$ cat src/rtl/rv32_exec_stage_pkg.sv
// rv32_exec_stage_pkg: shared types, constants and helpers for the rv32 execute stage
package rv32_exec_stage_pkg;

    localparam logic [31:0] RV_NOP = 32'h0000_0013;

    typedef enum logic [4:0] {
        ALU_ADD, ALU_SUB, ALU_SLL, ALU_SLT, ALU_SLTU,
        ALU_XOR, ALU_SRL, ALU_SRA, ALU_OR, ALU_AND,
        ALU_MUL, ALU_MULH, ALU_MULHSU, ALU_MULHU,
        ALU_DIV, ALU_DIVU, ALU_REM, ALU_REMU
    } alu_op_t;

    typedef enum logic [1:0] {MEM_NONE, MEM_LOAD, MEM_STORE} mem_op_t;

    typedef enum logic [3:0] {
        BR_NONE, BR_BEQ, BR_BNE, BR_BLT, BR_BGE, BR_BLTU, BR_BGEU, BR_JAL, BR_JALR
    } branch_op_t;

    typedef enum logic [1:0] {DIV_IDLE, DIV_BUSY, DIV_DONE} div_state_t;

    typedef struct packed {
        alu_op_t    alu_op;
        mem_op_t    mem_op;
        branch_op_t branch_op;
        logic       use_imm;
        logic       wb_en;
        logic [4:0] rd;
    } decoded_instr_t;

    typedef struct packed {
        logic [31:0]    instr;
        logic [31:0]    pc;
        decoded_instr_t decoded_instr;
        logic [31:0]    rs1_value;
        logic [31:0]    rs2_value;
        logic [31:0]    imm;
    } decode_exec_buffer_t;

    typedef struct packed {
        logic [31:0]    instr;
        logic [31:0]    pc;
        decoded_instr_t decoded_instr;
        logic [31:0]    mem_addr;
        logic [31:0]    wb_result;
    } exec_mem_buffer_t;

    // Control word of addi x0, x0, 0 with write-back suppressed
    function automatic decoded_instr_t create_nop_ctrl();
        return '{alu_op: ALU_ADD, mem_op: MEM_NONE, branch_op: BR_NONE,
                 use_imm: 1'b1, wb_en: 1'b0, rd: 5'd0};
    endfunction

    // Empty slot handed to the memory stage while nothing has completed
    function automatic exec_mem_buffer_t exec_bubble();
        return '{instr: RV_NOP, pc: 32'd0, decoded_instr: create_nop_ctrl(),
                 mem_addr: 32'd0, wb_result: 32'd0};
    endfunction

    function automatic logic is_div_op(alu_op_t op);
        return op inside {ALU_DIV, ALU_DIVU, ALU_REM, ALU_REMU};
    endfunction

endpackage

$ cat src/rtl/rv32_divider.sv
// rv32_divider: iterative radix-2 restoring divider for DIV/DIVU/REM/REMU
module rv32_divider
    import rv32_exec_stage_pkg::*;
(
    input  logic        clk,
    input  logic        resetn,
    input  logic        start,
    input  alu_op_t     op,
    input  logic [31:0] a,
    input  logic [31:0] b,
    input  logic        hold,
    output logic        busy,
    output logic        done,
    output logic [31:0] result
);

    div_state_t  state, state_next;
    logic [4:0]  count;
    logic [31:0] quo, rem, dvs;
    logic        quo_neg, rem_neg;
    logic        is_signed, is_rem, a_neg, b_neg, ovf, zero_div;
    logic [32:0] trial, diff;

    assign is_signed = op inside {ALU_DIV, ALU_REM};
    assign is_rem    = op inside {ALU_REM, ALU_REMU};
    assign a_neg     = is_signed && a[31];
    assign b_neg     = is_signed && b[31];
    assign zero_div  = b == 32'd0;
    assign ovf       = is_signed && a == 32'h8000_0000 && b == 32'hFFFF_FFFF;

    // quo doubles as the dividend shift register; its MSB feeds the partial remainder
    assign trial = {rem, quo[31]};
    assign diff  = trial - {1'b0, dvs};

    assign busy   = state == DIV_BUSY;
    assign done   = state == DIV_DONE;
    assign result = is_rem ? (rem_neg ? -rem : rem) : (quo_neg ? -quo : quo);

    // FSM state register
    always_ff @(posedge clk) begin
        if (!resetn)
            state <= DIV_IDLE;
        else
            state <= state_next;
    end

    // Next state: special cases skip the iteration, DONE waits for the result to be taken
    always_comb begin
        state_next = state;
        case (state)
            DIV_IDLE: if (start) state_next = (zero_div || ovf) ? DIV_DONE : DIV_BUSY;
            DIV_BUSY: if (count == 5'd31) state_next = DIV_DONE;
            DIV_DONE: if (!hold) state_next = DIV_IDLE;
            default:  state_next = DIV_IDLE;
        endcase
    end

    // Operand latch on start, then one restoring step per BUSY cycle
    always_ff @(posedge clk) begin
        if (!resetn) begin
            count   <= 5'd0;
            quo     <= 32'd0;
            rem     <= 32'd0;
            dvs     <= 32'd0;
            quo_neg <= 1'b0;
            rem_neg <= 1'b0;
        end else if (state == DIV_IDLE && start) begin
            count   <= 5'd0;
            quo_neg <= 1'b0;
            rem_neg <= 1'b0;
            if (zero_div) begin
                quo <= 32'hFFFF_FFFF;
                rem <= a;
            end else if (ovf) begin
                quo <= 32'h8000_0000;
                rem <= 32'd0;
            end else begin
                quo     <= a_neg ? -a : a;
                rem     <= 32'd0;
                dvs     <= b_neg ? -b : b;
                quo_neg <= a_neg ^ b_neg;
                rem_neg <= a_neg;
            end
        end else if (state == DIV_BUSY) begin
            count <= count + 5'd1;
            quo   <= {quo[30:0], ~diff[32]};
            rem   <= diff[32] ? trial[31:0] : diff[31:0];
        end
    end

endmodule

$ cat src/rtl/rv32_exec_stage.sv
// rv32_exec_stage: ALU, multiplier, branch unit, address generation and divider feeding the exec/mem buffer
module rv32_exec_stage
    import rv32_exec_stage_pkg::*;
(
    input  logic                clk,
    input  logic                resetn,
    input  decode_exec_buffer_t dec_exec_buff,
    output exec_mem_buffer_t    exec_mem_buff,
    input  logic                mem_stall,
    output logic                stall,
    output logic                branch_taken,
    output logic [31:0]         branch_target
);

    decoded_instr_t ctrl;
    logic [31:0]    rs1, rs2, op_b, alu_result, div_result, wb_value, agu;
    logic [32:0]    mul_a, mul_b;
    logic [63:0]    product;
    logic [4:0]     shamt;
    logic           is_div, div_busy, div_done, div_wait, cond;

    assign ctrl  = dec_exec_buff.decoded_instr;
    assign rs1   = dec_exec_buff.rs1_value;
    assign rs2   = dec_exec_buff.rs2_value;
    assign op_b  = ctrl.use_imm ? dec_exec_buff.imm : rs2;
    assign shamt = op_b[4:0];
    assign agu   = rs1 + dec_exec_buff.imm;
    assign is_div = is_div_op(ctrl.alu_op);

    // 33x33 signed product covers signed, mixed and unsigned high halves alike
    assign mul_a   = {(ctrl.alu_op == ALU_MULH || ctrl.alu_op == ALU_MULHSU) && rs1[31], rs1};
    assign mul_b   = {ctrl.alu_op == ALU_MULH && op_b[31], op_b};
    assign product = $signed(mul_a) * $signed(mul_b);

    rv32_divider u_div (
        .clk    (clk),
        .resetn (resetn),
        .start  (is_div),
        .op     (ctrl.alu_op),
        .a      (rs1),
        .b      (op_b),
        .hold   (mem_stall),
        .busy   (div_busy),
        .done   (div_done),
        .result (div_result)
    );

    // A division holds the front end until its DONE cycle
    assign div_wait = div_busy || (is_div && !div_done);
    assign stall    = div_wait || mem_stall;

    // Integer ALU and single-cycle multiplier
    always_comb begin
        alu_result = 32'd0;
        case (ctrl.alu_op)
            ALU_ADD:    alu_result = rs1 + op_b;
            ALU_SUB:    alu_result = rs1 - op_b;
            ALU_SLL:    alu_result = rs1 << shamt;
            ALU_SLT:    alu_result = {31'd0, $signed(rs1) < $signed(op_b)};
            ALU_SLTU:   alu_result = {31'd0, rs1 < op_b};
            ALU_XOR:    alu_result = rs1 ^ op_b;
            ALU_SRL:    alu_result = rs1 >> shamt;
            ALU_SRA:    alu_result = $signed(rs1) >>> shamt;
            ALU_OR:     alu_result = rs1 | op_b;
            ALU_AND:    alu_result = rs1 & op_b;
            ALU_MUL:    alu_result = product[31:0];
            ALU_MULH,
            ALU_MULHSU,
            ALU_MULHU:  alu_result = product[63:32];
            default:    alu_result = 32'd0;
        endcase
    end

    // Branch comparator; jumps are unconditional
    always_comb begin
        cond = 1'b0;
        case (ctrl.branch_op)
            BR_BEQ:  cond = rs1 == rs2;
            BR_BNE:  cond = rs1 != rs2;
            BR_BLT:  cond = $signed(rs1) < $signed(rs2);
            BR_BGE:  cond = $signed(rs1) >= $signed(rs2);
            BR_BLTU: cond = rs1 < rs2;
            BR_BGEU: cond = rs1 >= rs2;
            BR_JAL,
            BR_JALR: cond = 1'b1;
            default: cond = 1'b0;
        endcase
    end

    assign branch_taken  = cond && !stall;
    assign branch_target = ctrl.branch_op == BR_JALR ? (agu & ~32'd1)
                                                      : dec_exec_buff.pc + dec_exec_buff.imm;

    assign wb_value = ctrl.branch_op inside {BR_JAL, BR_JALR} ? dec_exec_buff.pc + 32'd4 :
                      ctrl.mem_op == MEM_STORE                 ? rs2 :
                      ctrl.mem_op == MEM_LOAD                  ? 32'd0 :
                      is_div                                   ? div_result : alu_result;

    // Exec/mem buffer: hold on memory stall, bubble while a division is in flight
    always_ff @(posedge clk) begin
        if (!resetn)
            exec_mem_buff <= exec_bubble();
        else if (!mem_stall)
            exec_mem_buff <= div_wait ? exec_bubble()
                                      : '{instr: dec_exec_buff.instr, pc: dec_exec_buff.pc,
                                          decoded_instr: ctrl, mem_addr: agu, wb_result: wb_value};
    end

endmodule

$ cat config.mk
export PLATFORM = sky130hd
export DESIGN_NAME = rv32_exec_stage
export DESIGN_NICKNAME = d
export VERILOG_FILES = /design/src/rtl/rv32_exec_stage_pkg.sv /design/src/rtl/rv32_divider.sv /design/src/rtl/rv32_exec_stage.sv
export SDC_FILE = /design/constraint.sdc
export NUM_CORES = 2
export LEC_CHECK = 0
export ABC_AREA = 1
export ABC_CLOCK_PERIOD_IN_PS = 13400
export CAP_MARGIN = 5
export CORE_ASPECT_RATIO = 1.5
export CORE_MARGIN = 3
export CORE_UTILIZATION = 50
export CTS_BUF_LIST = sky130_fd_sc_hd__clkbuf_2 sky130_fd_sc_hd__clkbuf_4 sky130_fd_sc_hd__clkbuf_8
export CTS_CLUSTER_SIZE = 8
export DETAILED_ROUTE_END_ITERATION = 6
export PLACE_DENSITY = 0.71
export SKIP_LAST_GASP = 1
export SYNTH_ARGS = -nofsm -noshare
export SYNTH_HDL_FRONTEND = slang
export SYNTH_SLANG_ARGS = --single-unit
export TNS_END_PERCENT = 100
$ cat constraint.sdc
create_clock -name clk -period 13.4 [get_ports clk]
set_input_delay 2.68 -clock clk [delete_from_list [all_inputs] [get_ports clk]]
set_output_delay 2.68 -clock clk [all_outputs]
set_load 0.1 [all_outputs]
==> impl_metrics.prom, run 1 <==
# TYPE chip_impl_metric gauge
chip_impl_metric{name="place.gp.congestion",unit=""} 1.211
chip_impl_metric{name="synthesized_nets",unit=""} 12220
chip_impl_metric{name="synth.avg_cell_area",unit="um^2"} 6.756
chip_impl_metric{name="start_util",unit=""} 0.5043
chip_impl_info{name="synth_largest_area_cell",value="fa_1"} 1
chip_impl_metric{name="cts_buffer_depth",unit=""} 3
chip_impl_metric{name="synth.ff_latch_count",unit=""} 251
chip_impl_metric{name="syn-instance-count",unit=""} 10470
chip_impl_metric{name="ys_async_sr_fraction",unit=""} 0
chip_impl_metric{name="cts_post_setup_buffers_inserted",unit=""} 0
chip_impl_metric{name="synth_sequential_area_ratio",unit=""} 0.07106
chip_impl_metric{name="grt_first_pass_wirelength",unit="mm"} 640.7
chip_impl_metric{name="rows",unit=""} 168
chip_impl_metric{name="synth_edf_count",unit=""} 0
chip_impl_metric{name="clock_tree.htree_level_count",unit=""} 2
chip_impl_metric{name="synth_warnings",unit=""} 0
chip_impl_metric{name="synthDistinctLibCells",unit=""} 67
chip_impl_metric{name="globalRouteTotalUtil",unit=""} 0.6254
chip_impl_metric{name="floorplan_die_width",unit="um"} 313.1
chip_impl_metric{name="place_hpwl",unit="mm"} 347.1
chip_impl_metric{name="yosysTopAreaCellShare",unit=""} 0.3199
chip_impl_info{name="error_line",value="[ERROR GRT-0116] Global routing finished with congestion. Check the congestion regions in the DRC Viewer."} 1
chip_impl_metric{name="numPortBuffers",unit=""} 360
chip_impl_info{name="postSynth.topFlopCell",value="dfxtp_1"} 1
chip_impl_metric{name="io-pin-count",unit=""} 361
chip_impl_metric{name="ctsResizeCount",unit=""} 0
chip_impl_metric{name="grt.overflow.total",unit=""} 29
chip_impl_info{name="status",value="did not finish"} 1
chip_impl_info{name="ys_top_cells_by_area",value="fa_1, nand2_1, inv_1"} 1
chip_impl_metric{name="largest_net_degree_at_the_start_of_global_routing",unit=""} 99
chip_impl_metric{name="post_synth_instance_area",unit="um^2"} 70710
chip_impl_metric{name="die_h",unit="um"} 466.6
chip_impl_metric{name="cts_hold_buf",unit=""} 0
chip_impl_info{name="failing_step",value="global routing"} 1
chip_impl_metric{name="grt_pass1_vias",unit=""} 86130
chip_impl_metric{name="cts_buffers",unit=""} 47
chip_impl_info{name="clock_tree.root_cell",value="clkbuf_8"} 1
chip_impl_metric{name="cts_num_sinks",unit=""} 251
-- through the flow --
step	hold WS [ns]	instances	utilization	instance area, um^2	worst slack, ns
floorplan	0.4353	10470	-	70710	2.526
global placement	0.4437	12550	0.5499	77100	0.5618
detailed placement	0.4468	12550	0.5499	77100	0.3131
CTS	0.4548	12620	0.5571	78100	1.072
-- metal layers --
layer | track usage | overflow
met5 | 0.06126 | 0
met4 | 0.6910 | 12
met3 | 0.3504 | 0
met2 | 0.8679 | 17
met1 | 0.6179 | 0
-- cells by family after synthesis --
| kind of cell | synth area share |
|---|---|
| adder cells (fa/ha/maj) | 0.3983 |
| XOR/XNOR | 0.01722 |
| AO/OA/AOI/OAI | 0.1042 |
| AND/OR/NAND/NOR | 0.2740 |
| flip-flops | 0.07106 |
| buffers and inverters | 0.1352 |
-- synth_stat cells (4+ instances only) --
cell and n:
nand3_1 665, buf_2 39, o21ai_0 384, xnor2_1 31, o21ai_1 69, o21bai_1 27
o211a_1 4, nor3_1 87, a31oi_1 29, a21boi_0 6, inv_1 1979, xor2_1 108
clkinv_1 8, nand3b_1 30, nand2_2 17, a21oi_1 630, o221ai_1 7, or2_1 4
nor2_1 953, o31ai_1 6, a221oi_1 5, or2_2 40, ha_1 443, inv_2 53
o21ai_2 10, a221oi_2 7, o22ai_1 40, o21a_1 14, clkbuf_1 336, buf_4 9
dfxtp_1 251, a211oi_1 9, a21o_1 16, nand4_1 116, nor4_1 43, o21ai_4 7
o211ai_1 45, fa_1 1130, and3_1 8, buf_1 64, buf_6 9, nor3_2 8
nor2_2 11, nand2_1 2671
==> run 2, diff against run 1 <==
Settings changed: CORE_ASPECT_RATIO 1.5 to unset, CORE_UTILIZATION 50 to 35, CTS_BUF_LIST sky130_fd_sc_hd__clkbuf_2 sky130_fd_sc_hd__clkbuf_4 sky130_fd_sc_hd__clkbuf_8 to unset, CTS_CLUSTER_SIZE 8 to unset, PLACE_DENSITY 0.71 to unset, PLACE_DENSITY_LB_ADDON set to 0.15.
==> impl_metrics.prom, run 2 <==
# TYPE chip_impl_metric gauge
chip_impl_metric{name="cts_buffer_depth",unit=""} 3
chip_impl_info{name="worst_path_most_repeated_cell",value="nand2_1"} 1
chip_impl_metric{name="synth_sequential_area_ratio",unit=""} 0.07106
chip_impl_info{name="violations",value="design-rule violations"} 1
chip_impl_metric{name="core-area",unit="um^2"} 200300
chip_impl_metric{name="post_route_cells_drive_above_1_share",unit=""} 0.05444
chip_impl_metric{name="cts_post_setup_buffers_inserted",unit=""} 0
chip_impl_metric{name="nets",unit=""} 12460
chip_impl_metric{name="rows",unit=""} 164
chip_impl_info{name="postSynth.topFlopCell",value="dfxtp_1"} 1
chip_impl_metric{name="synth_adder_area_share",unit=""} 0.3983
chip_impl_metric{name="remaining_drc_errors",unit=""} 6
chip_impl_metric{name="setup_total_negative_slack",unit="ns"} 0
chip_impl_metric{name="routed-via-count",unit=""} 74690
chip_impl_metric{name="simple_gate_area_share_of_the_yosys_netlist",unit=""} 0.2740
chip_impl_metric{name="min_path_cells",unit=""} 2
chip_impl_metric{name="synthDistinctLibCells",unit=""} 67
chip_impl_metric{name="place_hpwl",unit="mm"} 336.7
chip_impl_info{name="startpoint_class",value="primary input"} 1
chip_impl_info{name="cts_tree",value="built"} 1
chip_impl_metric{name="worstSkewPairLatency",unit="ns"} 0.63
chip_impl_info{name="main_combinational_cell_family_by_area_after_synthesis",value="adder cells"} 1
chip_impl_metric{name="cp_num_buf_inv",unit=""} 9
chip_impl_metric{name="grt.overflow.total",unit=""} 0
chip_impl_metric{name="grt_pass1_vias",unit=""} 72470
chip_impl_metric{name="cp_max_fo",unit=""} 13
chip_impl_info{name="layout_common_cells",value="nand2_1, inv_1, fa_1"} 1
chip_impl_metric{name="timing_worst_slew_pin_value",unit="ns"} 1.339
chip_impl_metric{name="syn-instance-count",unit=""} 10470
chip_impl_info{name="whs_endpoint",value="u_div.dvs[5]"} 1
chip_impl_metric{name="max_clock_freq",unit="MHz"} 79.81
chip_impl_info{name="layout.cells.most_common",value="nand2_1"} 1
chip_impl_metric{name="post_drt_via_cell_ratio",unit=""} 5.569
chip_impl_info{name="cpMaxStageDelayCell",value="fa_1"} 1
chip_impl_metric{name="area_growth",unit="%"} 11.92
chip_impl_metric{name="initial_antenna_violation_count",unit=""} 48
chip_impl_metric{name="synth_edf_count",unit=""} 0
chip_impl_metric{name="largest_net_degree_at_the_start_of_global_routing",unit=""} 91
chip_impl_info{name="clock_tree.root_cell",value="clkbuf_16"} 1
chip_impl_metric{name="ant_nets",unit=""} 0
chip_impl_metric{name="die_h",unit="um"} 455.5
chip_impl_metric{name="routed_wirelength",unit="mm"} 408.8
chip_impl_metric{name="synth_warnings",unit=""} 0
chip_impl_metric{name="synth.avg_cell_area",unit="um^2"} 6.756
chip_impl_metric{name="rr_worst_depth",unit=""} 17
chip_impl_metric{name="start_util",unit=""} 0.3531
chip_impl_info{name="startpoint_of_the_worst_slack_reg_to_reg_timing_path",value="u_div.rem[0]"} 1
chip_impl_metric{name="synth-xor-area-share",unit=""} 0.01722
chip_impl_metric{name="post_synth_instance_area",unit="um^2"} 70710
chip_impl_metric{name="detailedRoute.firstIterationViolations",unit=""} 9759
chip_impl_metric{name="route.detailed.wl_per_inst",unit="um"} 30.48
chip_impl_metric{name="globalRouteTotalUtil",unit=""} 0.3850
chip_impl_metric{name="yosysTopAreaCellShare",unit=""} 0.3199
chip_impl_metric{name="synth.ff_latch_count",unit=""} 251
chip_impl_metric{name="period_needed",unit="ns"} 12.53
chip_impl_metric{name="place.gp.congestion",unit=""} 1.094
chip_impl_metric{name="cts.reportedPaths.clkPinSlew",unit="ns"} 0.06
chip_impl_metric{name="critical-path-max-stage-delay",unit="ns"} 0.70
chip_impl_metric{name="cts_hold_buf",unit=""} 0
chip_impl_info{name="critPathTopFamily",value="adder cells"} 1
chip_impl_metric{name="io-pin-count",unit=""} 361
chip_impl_info{name="worst_r2r_endpoint",value="u_div.rem[19]"} 1
chip_impl_metric{name="maxSlewHeadroom",unit=""} 0.1073
chip_impl_metric{name="die_ar",unit="um^2"} 207500
chip_impl_info{name="synth_largest_area_cell",value="fa_1"} 1
chip_impl_info{name="rsz_0062_raised_after_global_routing",value="no"} 1
chip_impl_metric{name="skew",unit="ns"} 0.01852
chip_impl_info{name="worstHoldStart",value="u_div.dvs[5]"} 1
chip_impl_metric{name="post_synth_mux_area_share",unit=""} 0
chip_impl_metric{name="numPortBuffers",unit=""} 360
chip_impl_metric{name="ctsResizeCount",unit=""} 0
chip_impl_info{name="timing_worst_setup_path_type",value="primary input to register"} 1
chip_impl_metric{name="largest_register_ffs",unit=""} 146
chip_impl_metric{name="cp.required",unit="ns"} 13.85
chip_impl_metric{name="synthesized_nets",unit=""} 12220
chip_impl_metric{name="grt_first_pass_wirelength",unit="mm"} 568.7
chip_impl_info{name="status",value="complete, but fails checks"} 1
chip_impl_info{name="registers.top_by_ff_count",value="exec_mem_buff"} 1
chip_impl_metric{name="floorplan_die_width",unit="um"} 455.5
chip_impl_metric{name="timing.critical_path.arrival",unit="ns"} 12.98
chip_impl_metric{name="cap_violations",unit=""} 0
chip_impl_metric{name="clock_tree.htree_level_count",unit=""} 1
chip_impl_metric{name="timing_max_transition_violations_final",unit=""} 0
chip_impl_metric{name="cts_buffers",unit=""} 27
chip_impl_metric{name="cts_num_sinks",unit=""} 251
chip_impl_metric{name="hold_viol",unit=""} 0
chip_impl_info{name="library_cell_with_the_highest_instance_count_after_synthesis",value="nand2_1"} 1
chip_impl_info{name="synth_commonest_cells",value="nand2_1, inv_1, fa_1"} 1
chip_impl_metric{name="firstDrtPassIters",unit=""} 7
chip_impl_metric{name="ys_async_sr_fraction",unit=""} 0
chip_impl_metric{name="synth_compound_gate_area_share",unit=""} 0.1042
chip_impl_metric{name="fillerInstances",unit=""} 21810
chip_impl_info{name="ys_top_cells_by_area",value="fa_1, nand2_1, inv_1"} 1
chip_impl_info{name="hp-class",value="register to register"} 1
chip_impl_metric{name="report.final.setup_viol",unit=""} 0
chip_impl_metric{name="r2r_slack",unit="ns"} 8.93
chip_impl_info{name="cp-end-kind",value="register"} 1
chip_impl_metric{name="final_min_period_over_clock_period",unit=""} 0.9351
[run 2: logic make-up after synthesis]
family                   Yosys count
AND/OR/NAND/NOR                 4674
buffers and inverters           2499
adder cells (fa/ha/maj)         1573
AO/OA/AOI/OAI                   1330
flip-flops                       251
XOR/XNOR                         139
[run 2: cell type report]
type                       count  area (um^2)  area share
clock buffer                  36        729.5    0.009218
timing repair buffer         671         5908     0.07466
inverter                    2040         7664     0.09684
sequential                   251         5025     0.06350
multi-input combinational   7716        56190      0.7100
clock inverter                14        235.2    0.002972
tap                         2656         3323     0.04199
antenna                       26        65.06   0.0008222
[run 2: per-layer routing]
metal	GRT usage	routed length [um]	share of wire	vias to the layer above
met5	0	150	0.00037	-
met4	0.1475	18540	0.045	22
met3	0.08690	40130	0.098	622
met2	0.5676	171300	0.42	3886
met1	0.5461	178600	0.44	37460
li1	-	-	-	32700
[run 2: worst max-delay path by stage]
stage | from | endpoint | cells past startpoint
after detailed placement | dec_exec_buff[113] | exec_mem_buff[23] | 39
after CTS | dec_exec_buff[113] | exec_mem_buff[23] | 39
after global placement | dec_exec_buff[113] | exec_mem_buff[23] | 39
after floorplan | dec_exec_buff[102] | exec_mem_buff[23] | 38
after global routing | dec_exec_buff[113] | exec_mem_buff[23] | 39
final | dec_exec_buff[113] | exec_mem_buff[23] | 39
[run 2: tightest hold or removal path, stage by stage, from the launching register on]
cell     delay [ns]
dfxtp_1        0.30
inv_1          0.06
a21oi_1        0.06
[run 2: metrics by stage]
step / hold slack [ns] / worst slack [ns] / utilization / instance area, um^2 / std cells
detailed placement: 0.4536 / 0.2726 / 0.3900 / 78100 / 13330
finish: 0.4653 / 0.8698 / 0.3951 / 79130 / 13410
global placement: 0.4464 / 0.4653 / 0.3900 / 78100 / 13330
global route: 0.4817 / 0.3601 / 0.3949 / 79080 / 13390
CTS: 0.4633 / 0.8790 / 0.3948 / 79070 / 13380
floorplan: 0.4353 / 2.526 / - / 70710 / 10470
Power of run 2 is left out: the tool's default activity adds up to more than one toggle a clock period on the data nets, which glitch-free logic cannot reach.
